$ cat src/rtl/fetch_stage_pkg.sv
// Shared fetch-stage types and constants: NOP encoding, opcode field
// position, and the two-phase (hi/lo word) fetch state.
package fetch_stage_pkg;

  localparam int HWORD_W = 16;
  localparam int INSTR_W = 32;
  localparam int OPC_MSB = 31;
  localparam int OPC_LSB = 27;

  localparam logic [4:0]         OPC_NOP   = 5'b00101;
  localparam logic [INSTR_W-1:0] NOP_INSTR = {OPC_NOP, 27'd0};

  typedef enum logic {
    S_HI = 1'b0,
    S_LO = 1'b1
  } fetch_state_e;

  function automatic logic [4:0] opcode_of(input logic [INSTR_W-1:0] instr);
    return instr[OPC_MSB:OPC_LSB];
  endfunction

endpackage

$ cat src/rtl/fetch_stage_if.sv
// Instruction-memory port between the fetch stage (master) and imem (slave).
interface fetch_stage_if #(
  parameter int PC_W = 16
) ();

  // A word moves in every cycle with imem_req && imem_valid; imem_addr stays
  // stable while imem_req is high, and imem_valid with imem_req low is ignored.
  logic            imem_req;
  logic [PC_W-1:0] imem_addr;
  logic [15:0]     imem_rdata;
  logic            imem_valid;

  modport master (
    output imem_req,
    output imem_addr,
    input  imem_rdata,
    input  imem_valid
  );

  modport slave (
    input  imem_req,
    input  imem_addr,
    output imem_rdata,
    output imem_valid
  );

endinterface

$ cat src/rtl/fetch_pc.sv
// Word-address program counter: reset, redirect load, or wrap-around increment.
module fetch_pc #(
  parameter int              PC_W     = 16,
  parameter logic [PC_W-1:0] RESET_PC = '0
) (
  input  logic            clk,
  input  logic            reset,
  input  logic            redirect_i,
  input  logic [PC_W-1:0] redirect_pc_i,
  input  logic            inc_i,
  output logic [PC_W-1:0] pc_o
);

  logic [PC_W-1:0] pc_q;
  logic [PC_W-1:0] pc_d;

  // Redirect beats increment so a transfer in the redirect cycle never advances pc.
  always_comb begin
    pc_d = pc_q;
    if (redirect_i) begin
      pc_d = redirect_pc_i;
    end else if (inc_i) begin
      pc_d = pc_q + PC_W'(1);
    end
  end

  always_ff @(posedge clk) begin
    if (reset) begin
      pc_q <= RESET_PC;
    end else begin
      pc_q <= pc_d;
    end
  end

  assign pc_o = pc_q;

endmodule

$ cat src/rtl/fetch_stage.sv
// Fetch stage: reads two 16-bit words (high first), assembles a 32-bit
// instruction for decode, with stall back-pressure and redirect flush.
module fetch_stage
  import fetch_stage_pkg::*;
#(
  parameter int              PC_W     = 16,
  parameter logic [PC_W-1:0] RESET_PC = '0
) (
  input  logic               clk,
  input  logic               reset,
  fetch_stage_if.master      imem,
  input  logic               stall_i,
  input  logic               redirect_i,
  input  logic [PC_W-1:0]    redirect_pc_i,
  output logic [INSTR_W-1:0] instr_o,
  output logic               instr_valid_o,
  output logic [PC_W-1:0]    instr_pc_o,
  output fetch_state_e       state_o
);

  fetch_state_e         state_q;
  logic [HWORD_W-1:0]   hi_buf_q;
  logic [PC_W-1:0]      hi_pc_q;
  logic [INSTR_W-1:0]   instr_q;
  logic                 instr_valid_q;
  logic [PC_W-1:0]      instr_pc_q;
  logic [PC_W-1:0]      pc;

  logic slot_free;
  logic consumed;
  logic req;
  logic xfer;
  logic hi_xfer;
  logic lo_xfer;

  assign slot_free = !instr_valid_q || !stall_i;
  assign consumed  = instr_valid_q && !stall_i;

  // The hi word is always prefetched; the lo word is only requested when
  // the assembled instruction has somewhere to go.
  assign req     = (state_q == S_HI) || slot_free;
  assign xfer    = req && imem.imem_valid;
  assign hi_xfer = xfer && !redirect_i && (state_q == S_HI);
  assign lo_xfer = xfer && !redirect_i && (state_q == S_LO);

  assign imem.imem_req  = req;
  assign imem.imem_addr = pc;

  fetch_pc #(
    .PC_W     (PC_W),
    .RESET_PC (RESET_PC)
  ) u_pc (
    .clk           (clk),
    .reset         (reset),
    .redirect_i    (redirect_i),
    .redirect_pc_i (redirect_pc_i),
    .inc_i         (xfer),
    .pc_o          (pc)
  );

  always_ff @(posedge clk) begin
    if (reset) begin
      state_q       <= S_HI;
      hi_buf_q      <= '0;
      hi_pc_q       <= '0;
      instr_q       <= NOP_INSTR;
      instr_valid_q <= 1'b0;
      instr_pc_q    <= '0;
    end else if (redirect_i) begin
      state_q       <= S_HI;
      instr_q       <= NOP_INSTR;
      instr_valid_q <= 1'b0;
    end else begin
      case (state_q)
        S_HI: begin
          if (hi_xfer) begin
            hi_buf_q <= imem.imem_rdata;
            hi_pc_q  <= pc;
            state_q  <= S_LO;
          end
        end
        S_LO: begin
          if (lo_xfer) begin
            state_q <= S_HI;
          end
        end
        default: state_q <= S_HI;
      endcase

      if (lo_xfer) begin
        instr_q       <= {hi_buf_q, imem.imem_rdata};
        instr_pc_q    <= hi_pc_q;
        instr_valid_q <= 1'b1;
      end else if (consumed) begin
        instr_q       <= NOP_INSTR;
        instr_valid_q <= 1'b0;
      end
    end
  end

  assign instr_o       = instr_q;
  assign instr_valid_o = instr_valid_q;
  assign instr_pc_o    = instr_pc_q;
  assign state_o       = state_q;

endmodule

$ cat src/flat_wrapper.sv
// flat-port wrapper written by rule: the top's interface ports become plain ports
module fetch_stage_flat import fetch_stage_pkg::*;
#(
  parameter int              PC_W     = 16,
  parameter logic [PC_W-1:0] RESET_PC = '0
)
  (clk, reset, stall_i, redirect_i, redirect_pc_i, instr_o, instr_valid_o, instr_pc_o, state_o, imem_imem_req, imem_imem_addr, imem_imem_rdata, imem_imem_valid);
  fetch_stage_if #(.PC_W(PC_W)) imem_i ();
  input  logic clk;
  input  logic reset;
  input  logic stall_i;
  input  logic redirect_i;
  input  logic [PC_W-1:0] redirect_pc_i;
  output logic [INSTR_W-1:0] instr_o;
  output logic instr_valid_o;
  output logic [PC_W-1:0] instr_pc_o;
  output fetch_state_e state_o;
  output wire logic [$bits(imem_i.imem_req)-1:0] imem_imem_req;
  output wire logic [$bits(imem_i.imem_addr)-1:0] imem_imem_addr;
  input wire logic [$bits(imem_i.imem_rdata)-1:0] imem_imem_rdata;
  input wire logic [$bits(imem_i.imem_valid)-1:0] imem_imem_valid;
  assign imem_imem_req = imem_i.imem_req;
  assign imem_imem_addr = imem_i.imem_addr;
  assign imem_i.imem_rdata = imem_imem_rdata;
  assign imem_i.imem_valid = imem_imem_valid;
  fetch_stage #(.PC_W(PC_W), .RESET_PC(RESET_PC)) u_core (.clk(clk), .reset(reset), .imem(imem_i), .stall_i(stall_i), .redirect_i(redirect_i), .redirect_pc_i(redirect_pc_i), .instr_o(instr_o), .instr_valid_o(instr_valid_o), .instr_pc_o(instr_pc_o), .state_o(state_o));
endmodule
$ cat config.mk
export PLATFORM = sky130hd
export DESIGN_NAME = fetch_stage_flat
export DESIGN_NICKNAME = d
export VERILOG_FILES = /design/src/rtl/fetch_stage_pkg.sv /design/src/rtl/fetch_stage_if.sv /design/src/rtl/fetch_pc.sv /design/src/rtl/fetch_stage.sv /design/src/flat_wrapper.sv
export SDC_FILE = /design/constraint.sdc
export NUM_CORES = 1
export LEC_CHECK = 0
export BUFFER_PORTS_ARGS = -buffer_cell sky130_fd_sc_hd__clkbuf_2
export CAP_MARGIN = 25
export CORE_MARGIN = 5
export CORE_UTILIZATION = 25
export DETAILED_ROUTE_END_ITERATION = 8
export GPL_ROUTABILITY_DRIVEN = 0
export PLACE_DENSITY = 0.46
export SKIP_LAST_GASP = 1
export SLEW_MARGIN = 20
export SYNTH_ARGS = -nofsm -noshare
export SYNTH_HDL_FRONTEND = slang
export SYNTH_HIERARCHICAL = 1
export SYNTH_SLANG_ARGS = --single-unit
$ cat constraint.sdc
create_clock -name clk -period 2 [get_ports clk]
set_clock_uncertainty 0.1 [all_clocks]
set_input_delay 0.1 -clock clk [delete_from_list [all_inputs] [get_ports clk]]
set_output_delay 0.1 -clock clk [all_outputs]
set_load 0.02 [all_outputs]
After elaboration in Yosys (flattened, before gate mapping)
Index checks and enable logic that the tools add are counted.

Reductions and logical operators: 15. Magnitude comparators: 0. Mux-type cells: 9. Divide/modulo/power cells: 0. Bitwise logic cells: 2. Shift operators: 0. Eq/ne operators: 0. Add/sub/neg operators: 1. Multipliers: 0.

Operator list (count): $mux 32 (2); $mux 16 (2); $add 16x1->16 const B (1); $logic_and 1x1->1 (5); $mux 1 (4); $reduce_bool 2->1 (2); $logic_not 1->1 (3); $reduce_and 3->1 (1); $logic_or 1x1->1 (2); $not 1->1 (2); $pmux 1 s2 (1); $reduce_and 2->1 (1); $reduce_or 2->1 (1).

Word-level logic and storage cells: 34. Input bits: 37. Bits in latches: 0. Output and inout bits: 67. Bits in registers: 98. Memories kept: 0. Memory bits (writable): 0. Bits in read-only memories: 0.

Logic depth before layout (Yosys ltp)
Word-level depth: 8. Gate-level depth with buffers: 9. Mapped depth without buffers: 7.

Modules after synthesis
The synthesis kept the hierarchy.

Modules (own cells, without submodules): fetch_stage (times used 1, sequential area each 1641.6 um^2, area each 2797.7 um^2, cells an instance 301); fetch_pc (times used 1, sequential area each 320.3 um^2, area each 984.7 um^2, cells an instance 112).

Worst setup path after synthesis
Ideal clock, no wire load.

Kind: register to register. Start point: register u_core.state_q, in the netlist u_core/state_o. End point: register u_core.instr_q[10], in the netlist u_core/instr_o[10]. Required time: 1841 ps. Clock period less this slack: 2206 ps. Cell stages (with the launch flop): 8. Slack: -206 ps. Arrival time: 2047 ps. Path buffers: 1. Library setup time: 59 ps. Path through: dfxtp_1 nand3_1 and2_1 nor2b_1 ha_1 a2111oi_4 buf_6 a22o_1.

Word-level cells in the longest chain between the ends: 6. Elaborated cells between the ends (all ways): 7. Those cells by class: mux (1); bitwise (1); reduce/logical (5).

Ends and longest elaborated chain: start, declared (line fetch_stage.sv:21) `fetch_state_e state_q;`; start signal, assigned (line fetch_stage.sv:63) `state_q <= S_HI;`; start signal, assigned (line fetch_stage.sv:70) `state_q <= S_HI;`; start signal, assigned (line fetch_stage.sv:79) `state_q <= S_LO;`; $not 1->1 (*) (line fetch_stage.sv:41) `assign req = (state_q == S_HI) || slot_free;`; $logic_or 1x1->1 (*) (line fetch_stage.sv:41); net imem_imem_req (line flat_wrapper.sv:18) `output wire logic [$bits(imem_i.imem_req)-1:0] imem_imem_req;`; $logic_and 1x1->1 (*) (line fetch_stage.sv:42) `assign xfer = req && imem.imem_valid;`; net u_core.xfer (line fetch_stage.sv:32) `logic xfer;`; $logic_and 1x1->1 (*) (2 in series) (line fetch_stage.sv:44) `assign lo_xfer = xfer && !redirect_i && (state_q == S_LO);`; net u_core.lo_xfer (line fetch_stage.sv:34) `logic lo_xfer;`; $mux 32 / $reduce_bool 2->1 (equally long branches); end signal, assigned (line fetch_stage.sv:91) `instr_q <= {hi_buf_q, imem.imem_rdata};`; end, declared (line fetch_stage.sv:24) `logic [INSTR_W-1:0] instr_q;`.

Mark *: on every way through the listed nets, which the timed path passes. The rest lies on a longest branch. A chain may end at the register's enable or synchronous reset.

Final worst setup path
Start point: register u_core.instr_valid_q, in the netlist u_core/instr_valid_o. End point: register u_core.instr_q[31], in the netlist u_core/instr_o[31].

Word-level cells in the longest chain between the ends: 7. Elaborated cells between the ends (all ways): 9. Those cells by class: mux (1); reduce/logical (8).

Ends and longest elaborated chain: start, declared (line fetch_stage.sv:25) `logic instr_valid_q;`; start signal, assigned (line fetch_stage.sv:67) `instr_valid_q <= 1'b0;`; start signal, assigned (line fetch_stage.sv:72) `instr_valid_q <= 1'b0;`; start signal, assigned (line fetch_stage.sv:93) `instr_valid_q <= 1'b1;`; $logic_not 1->1 (*) (line fetch_stage.sv:36) `assign slot_free = !instr_valid_q || !stall_i;`; $logic_or 1x1->1 (*) (line fetch_stage.sv:36); $logic_or 1x1->1 (*) (line fetch_stage.sv:41); $logic_and 1x1->1 (*) (line fetch_stage.sv:42); net u_core.xfer (line fetch_stage.sv:32); $logic_and 1x1->1 (*) (2 in series) (line fetch_stage.sv:44); net u_core.lo_xfer (line fetch_stage.sv:34); $mux 32 / $reduce_bool 2->1 (equally long branches).

Marks and branches as above.

==> flow_summary.yaml <==
global_route:
  grt_pass1_wl_microns: 16600
  antenna_found_initial: 0
  overflow: 0
  grt_usage: 0.118
  grt_max_degree: 55
  grt_pass1_vias: 3217
cts:
  cts_root_buf: "clkbuf_16"
  clock_latency_ns: 0.34
  cts.sinks: 98
  clkTransAtPathRegs_ns: 0.07
  cts_tree: "built"
  htreeDepth: 3
  cts-buffers-inserted: 9
  clockBufferDepth: 2
power_and_ir_drop:
  power_density_mw_per_mm2: 763
  ir_drop_uv: 525
  p_leak_nw: 2.21
timing:
  holdWs_ns: 0.0688
  final_max_slew_viol_count: 0
  min_period_over_period: 0.986
  rsz0062_at_grt: "yes"
  setup_tns_ns: 0
  fmax_mhz: 507
  min_period_ns: 1.97
  finalSetupViolCount: 0
  slew_headroom: 0.727
  final-hold-violation-count: 0
  worstMarginPinSlew_ns: 0.409
final_layout:
  final_util: 0.349
  fin_area_sq_mm: 0.00525
  synthToLayoutAreaGrowth_pct: 38.7
  n_antenna_cell: 0
  drive_gt1_frac: 0.288
  layout.nets: 594
setup_path:
  crit_type: "reg2reg"
  worstSetupEndpointType: "flop"
  crit_path_start_kind: "flop"
  reg2reg_depth: 9
  reg2reg_setup_slack_ns: 0.03
  cp.arrival_ns: 2.16
  worst-endpoint-required_ns: 2.19
  cp_max_fo: 16
synthesis:
  ys_async_sr_fraction: 0
  synth_edf_count: 0
  ys_ff_latch: 98
  synth.avg_cell_area_sq_um: 9.16
  ys_warn_count: 6
  synth_seq_area_share: 0.519
  ys_types: 33
  synth_area_sq_mm: 0.00378
  netlist_instances: 413
  synthFlopType: "dfxtp_1"
  synthesis.nets: 453
place:
  port_buffers: 103
  placed_area_sq_mm: 0.00458
  post-dp-hpwl_microns: 7190
die:
  die_width_microns: 133
  row_count: 45
  ioPinCount: 104
  core_area_sq_mm: 0.0150
  die_height_microns: 133
  initial_utilization: 0.252
  die-area_sq_mm: 0.0177
min_path:
  min_path_type: "in2reg"
  holdPathStages: 4
detailed_routing:
  drt_first_pass_iters: 4
  vias: 3214
  wl_microns: 10500
  route.detailed.drc: 0
  ant_nets: 0
  wl_per_cell_microns: 14.1
  via_per_inst: 4.30
  drtIter0Drc: 174
flow_run:
  drv_cap: 0
outcome:
  status: "finished, final reports clean"
[state kept, by name, indices dropped and copies added, names as in the netlist]
name	count
u_core/hi_buf_q	16
u_core/hi_pc_q	16
u_core/instr_o	32
u_core/instr_pc_o	16
u_core/instr_valid_o	1
u_core/state_o	1
u_core/u_pc/pc_o	16
[area by class of cell]
cell class	count	area (sq um)
fill	1532	9790
sequential	98	1960
multi-input combinational	268	1610
timing repair buffer	160	1100
clock buffer	12	246
tap	188	235
inverter	17	63.8
clock inverter	4	27.5
[through the flow]
| step | power [mW] | cells | setup WS, ns |
|---|---|---|---|
| 2_1_floorplan | 2.25 | 413 | 0.0164 |
| 3_3_place_gp | 2.38 | 696 | -0.182 |
| 3_5_place_dp | 2.39 | 696 | -0.292 |
| 4_1_cts | 4.07 | 744 | 0.0282 |
| 5_1_grt | 4.19 | 747 | -0.0472 |
| 6_report | 4.00 | 747 | 0.0284 |
[what timing repair did]
| action | in CTS | in global routing |
|---|---|---|
| endpoints found under the setup margin | 16 | 51 |
| hold endpoints to repair | 48 | 0 |
| pin swaps | 0 | 4 |
| cloned | 0 | 2 |
| hold buffers | 32 | 0 |
| setup buffers | 0 | 1 |
| resized for setup | 1 | 5 |
[cells by family (layout without fill, tap and decap cells)]
family | after synthesis | in the layout | share of synthesized area
AND/OR/NAND/NOR | 140 | 140 | 0.181
AO/OA/AOI/OAI | 107 | 107 | 0.185
flip-flops | 98 | 98 | 0.519
buffers and inverters | 47 | 193 | 0.0628
XOR/XNOR | 14 | 14 | 0.0324
multiplexers | 4 | 4 | 0.0106
adder cells (fa/ha/maj) | 3 | 3 | 0.00992
[report_power, final]
group / internal [mW] / total, mW / switching [mW] / leakage [nW]
clock: 0.876 / 1.60 / 0.723 / 0.125
combinational: 0.172 / 0.366 / 0.193 / 1.29
sequential: 1.99 / 2.04 / 0.0481 / 0.796
[metal layers]
metal / track usage / wire length, microns / up-vias
li1: - / - / 1673
met1: 0.148 / 4870 / 1445
met2: 0.187 / 4850 / 88
met3: 0.0433 / 682 / 8
met4: 0.0364 / 129 / 0
met5: 0 / 0 / -
[critical path, stage by stage (launching register included)]
cell,delay (ns)
dfxtp_2,0.34
nand3_2,0.08
and2_4,0.17
nor2b_2,0.15
ha_2,0.17
buf_4,0.14
a2111oi_4,0.27
buf_6,0.18
clkbuf_16,0.18
a22o_1,0.14
[synthesized netlist by cell type (all sizes together) (3+ instances only)]
cell type  number  share of area
nand2         101           0.10
dfxtp          98           0.52
a21oi          64          0.085
a22o           30          0.069
buf            19          0.035
inv            17          0.017
clkbuf         11          0.011
o21a           10          0.020
xor2            9          0.021
nor2            8         0.0086
nor3            8          0.011
nand4           6          0.018
nor4            6          0.024
xnor2           5          0.012
mux2i           4          0.011
nand3           4         0.0053
ha              3         0.0099
[cells in the final DEF (no fill, tap or decap), types with 2 or more instances in the layout]
cell,count
nor4_4,2
nor2_1,7
dfxtp_2,2
nand4_4,2
a21oi_1,64
a22o_1,30
clkinvlp_4,3
clkbuf_1,2
nor4_2,4
buf_12,3
o21a_1,10
nor3_1,8
nand3_1,3
nand4_1,4
clkbuf_2,103
mux2i_1,4
buf_4,19
xor2_1,9
dfxtp_1,96
inv_1,16
xnor2_1,5
dlygate4sd3_1,32
nand2_1,101
ha_1,2
clkbuf_16,11
[final timing paths]
kind	start	to
worst max-delay path	u_core/instr_valid_o$_SDFFE_PP0P_	u_core/instr_o[31]$_SDFFE_PP0P_
worst min register to register	u_core/instr_o[29]$_SDFFE_PP1P_	u_core/instr_o[29]$_SDFFE_PP1P_
worst min-delay path	stall_i	u_core/instr_valid_o$_SDFFE_PP0P_
worst max register to register	u_core/instr_valid_o$_SDFFE_PP0P_	u_core/instr_o[31]$_SDFFE_PP0P_
(Power assumes the default switching activity.)
